File: config.mk
export PLATFORM = sky130hd
export DESIGN_NAME = init_delay_reader
export DESIGN_NICKNAME = d
export VERILOG_FILES = /design/src/rtl/init_delay_reader.sv
export SDC_FILE = /design/constraint.sdc
export NUM_CORES = 1
export LEC_CHECK = 0
export CAP_MARGIN = 20
export CORE_MARGIN = 2
export CORE_UTILIZATION = 48
export DETAILED_ROUTE_END_ITERATION = 16
export PLACE_DENSITY = 0.87
export SYNTH_ARGS = -nofsm -noshare
export SYNTH_HDL_FRONTEND = slang
export SYNTH_SLANG_ARGS = --single-unit
export TNS_END_PERCENT = 100
File: constraint.sdc
create_clock -name clk -period 1.54 [get_ports clk]
set_input_delay 0.231 -clock clk [delete_from_list [all_inputs] [get_ports clk]]
set_output_delay 0.231 -clock clk [all_outputs]
set_load 0.01 [all_outputs]
File: src/rtl/init_delay_reader.sv
// init_delay_reader: consumer end of the delayed-init register path.
// Waits out the writer's init delay after reset, then captures data_in on a
// four-phase req/ack handshake, counting completed reads modulo 256.
// Optional macro CONST_CHECK_EN: flags any capture that differs from CONST_VAL
// on a sticky mismatch output; when undefined, mismatch is tied low.
module init_delay_reader #(
    parameter int unsigned       WIDTH      = 2,
    parameter logic [WIDTH-1:0]  INIT       = '0,
    parameter int unsigned       INIT_DELAY = 2,
    parameter logic [WIDTH-1:0]  CONST_VAL  = '0
) (
    input  logic             clk,
    input  logic             rstn,
    input  logic [WIDTH-1:0] data_in,
    input  logic             req,
    output logic             ack,
    output logic [WIDTH-1:0] data_out,
    output logic             ready,
    output logic [7:0]       rd_count,
    output logic             mismatch
);

    // A delay of 0 behaves as 1
    localparam int unsigned DLY   = (INIT_DELAY == 0) ? 1 : INIT_DELAY;
    localparam int unsigned CNT_W = (DLY < 2) ? 1 : $clog2(DLY + 1);
    localparam int unsigned RD_W  = 8;

    typedef enum logic [1:0] {
        ST_WAIT_INIT = 2'd0,
        ST_IDLE      = 2'd1,
        ST_ACK       = 2'd2
    } state_e;

    state_e            state_q, state_d;
    logic [CNT_W-1:0]  dly_q, dly_d;
    logic [WIDTH-1:0]  data_q, data_d;
    logic              ack_q, ack_d;
    logic              ready_q, ready_d;
    logic [RD_W-1:0]   rd_q, rd_d;

    // State and output registers
    always_ff @(posedge clk or negedge rstn) begin
        if (!rstn) begin
            state_q <= ST_WAIT_INIT;
            dly_q   <= CNT_W'(DLY);
            data_q  <= INIT;
            ack_q   <= 1'b0;
            ready_q <= 1'b0;
            rd_q    <= '0;
        end else begin
            state_q <= state_d;
            dly_q   <= dly_d;
            data_q  <= data_d;
            ack_q   <= ack_d;
            ready_q <= ready_d;
            rd_q    <= rd_d;
        end
    end

    // Next-state: init countdown, capture on req, release on req low
    always_comb begin
        state_d = state_q;
        dly_d   = dly_q;
        data_d  = data_q;
        ack_d   = ack_q;
        ready_d = ready_q;
        rd_d    = rd_q;
        case (state_q)
            ST_WAIT_INIT: begin
                dly_d = dly_q - CNT_W'(1);
                if (dly_q == CNT_W'(1)) begin
                    state_d = ST_IDLE;
                    ready_d = 1'b1;
                end
            end
            ST_IDLE: begin
                if (req) begin
                    data_d  = data_in;
                    rd_d    = rd_q + RD_W'(1);
                    ack_d   = 1'b1;
                    state_d = ST_ACK;
                end
            end
            ST_ACK: begin
                if (!req) begin
                    ack_d   = 1'b0;
                    state_d = ST_IDLE;
                end
            end
            default: begin
                state_d = ST_WAIT_INIT;
                dly_d   = CNT_W'(DLY);
                ack_d   = 1'b0;
                ready_d = 1'b0;
            end
        endcase
    end

    assign ack      = ack_q;
    assign data_out = data_q;
    assign ready    = ready_q;
    assign rd_count = rd_q;

`ifdef CONST_CHECK_EN
    logic mism_q, mism_d;

    // Sticky compare flag, set on any capture that differs from CONST_VAL
    always_comb begin
        mism_d = mism_q;
        if (state_q == ST_IDLE && req && data_in != CONST_VAL) begin
            mism_d = 1'b1;
        end
    end

    // Compare flag register
    always_ff @(posedge clk or negedge rstn) begin
        if (!rstn) begin
            mism_q <= 1'b0;
        end else begin
            mism_q <= mism_d;
        end
    end

    assign mismatch = mism_q;
`else
    logic unused_const_val;
    assign unused_const_val = ^CONST_VAL;
    assign mismatch         = 1'b0;
`endif

endmodule
==> metrics.yaml <==
postSynthCellCount: 66
core.rowCount: 14
cts.sinks: 16
path_clk_slew_ps: 100
synthTopCellsByArea: "dfrtp_1, ha_1, mux2_2"
synth_seq_cells: 16
root_buffer: "clkbuf_4"
fmax_ghz: 0.666
crit_required_ps: 1310
cap_violations: 0
io_pins: 18
cp-start-kind: "register"
grtUsageTotal: 0.165
ir_drop_v: 0.00109
drt_iter0_markers: 3
hold_viol_final: 0
avgSynthCellArea_um2: 12.2
initial_utilization: 0.521
grt_pass1_vias: 551
synth_edf_count: 0
arrival_ps: 1270
synthToLayoutAreaGrowth_pct: 33.3
fin_crit_ps: 1500
htreeDepth: 1
wl_per_cell_um: 12.9
final.setup_skew_ps: 10.8
rrSetupSlack_ps: 90
slowest_stage: "clkdlybuf4s50_1"
vias: 557
end_kind: "primary output"
fin_crit_sh: 0.975
place_congestion: 0.735
ys_seq_area_frac: 0.500
clockBufferDepth: 2
cts_tree: "yes"
cp_cell_sequence: "clkdlybuf4s50_1"
report.final.slew_viol_count: 0
die_w_um: 44.9
synth_warnings: 0
worstSetupPathType: "reg -> out"
grt_overflow: 0
core_mm2: 0.00154
nNetsFinal: 106
setup_viol: 0
fillCellCount: 123
grt_first_pass_wirelength_mm: 2.37
path_delay_family: "buffers and inverters"
final_util: 0.695
die-area_mm2: 0.00202
cts_buffers: 3
num_antenna_cells: 0
worst-path-buf-inv: 1
antenna_found_initial: 0
worstPathMaxFanout: 4
port_buffers: 16
drc_errors: 0
dr.pass1.iters: 3
synthFlopType: "dfrtp_1"
routed_wirelength_mm: 1.39
slowest_delay_ps: 560
synth.largest_area_cell: "dfrtp_1"
hold_buffers: 0
layout-drive-gt1-share: 0.261
yosys.area.top_type_share: 0.467
synth_nets: 79
power_mw: 2.02
fp.dieH_um: 44.9
powerDensity_mw_per_mm2: 1890
leakagePower_nw: 0.524
clk_latency_ps: 290
hpwlAfterDp_mm: 1.04
ant_nets: 0
hold_class: "in -> async"
syn_area_um2: 803
synth.distinct_cells: 23
grt_max_degree: 17
vias_per_cell: 5.16
status: "complete, no violations"
synthArstFlopShare: 1.00
## metrics by stage
step                hold WS (ps)  cells  setup TNS [ps]  cell area, um^2  worst slack, ps
global route                 267    108          -0.529             1070           -0.529
detailed placement           473     99           -32.8              991            -32.8
floorplan                  -64.6     66               0              803              191
finish                       248    108               0             1070             38.9
CTS                          261    103               0             1030             24.2
global placement             460     99               0              991             5.15
## logic make-up (layout without fill, tap and decap cells)
family / count (synthesis) / count (layout) / share of synthesized area
multiplexers: 8 / 8 / 0.112
AO/OA/AOI/OAI: 5 / 5 / 0.0389
buffers and inverters: 6 / 32 / 0.0327
AND/OR/NAND/NOR: 15 / 15 / 0.111
adder cells (fa/ha/maj): 8 / 8 / 0.125
flip-flops: 16 / 16 / 0.500
XOR/XNOR: 7 / 7 / 0.0763
other: 1 / 1 / 0.00467
## cells in the final DEF, fill, tap and decap left out, drive strengths merged, types with 2 or more instances in the layout
| master | count |
|---|---|
| xor2 | 2 |
| clkbuf | 4 |
| ha | 8 |
| clkdlybuf4s50 | 16 |
| mux2i | 3 |
| a21oi | 3 |
| nand2 | 7 |
| buf | 7 |
| dfrtp | 15 |
| inv | 5 |
| xnor2 | 5 |
| mux2 | 5 |
## sequential cells by signal, indices dropped and copies added (netlist names)
register and count:
rd_count 8, data_out 2, dly_q 2, state_q 2
ack 1, ready 1
## power by group
part           leakage, nW  total, mW  switching (mW)  internal (mW)
Sequential           0.200      0.709           0.116          0.593
Combinational        0.303       1.03           0.448          0.583
Clock               0.0210      0.280           0.136          0.144
## per-layer routing
| metal | track usage | share of wire | up-vias |
|---|---|---|---|
| li1 | - | - | 268 |
| met1 | 0.184 | 0.40 | 276 |
| met2 | 0.299 | 0.55 | 11 |
| met3 | 0.0360 | 0.041 | 2 |
| met4 | 0.0706 | 0.0072 | 0 |
| met5 | 0 | 0 | - |
## synthesized netlist by cell type, types with 2 or more instances
master and instances:
a21oi_1 3, dfrtp_1 15, ha_1 8, inv_1 5, mux2_2 4, mux2i_1 3, nand2_1 7, xnor2_1 5
xor2_1 2
## final cells by class
class,count,area [um^2],share of cell area
flip-flops and latches,16,403,0.376
multi-input cells,44,380,0.355
repair buffers,23,213,0.199
clock buffers,4,36.3,0.0339
well taps,16,20.0,0.0187
inverters,5,18.8,0.0175
## final timing paths
path | start | to | depth (start not counted)
max reg2reg | state_q[0] | state_q[1] | 5
min reg2reg | rd_count[7] | rd_count[7] | 1
max in group asynchronous | rstn | dly_q[1] | 2
min | rstn | rd_count[2] | 2
min in group clk | rd_count[7] | rd_count[7] | 1
max | rd_count[5] | rd_count[5] | 1
## timing repair
item                                    CTS  global route
gates resized for setup                   0             3
endpoints found under the setup margin    0             9
setup buffers                             0             5
Note: power is estimated with default switching activity, not from simulation.
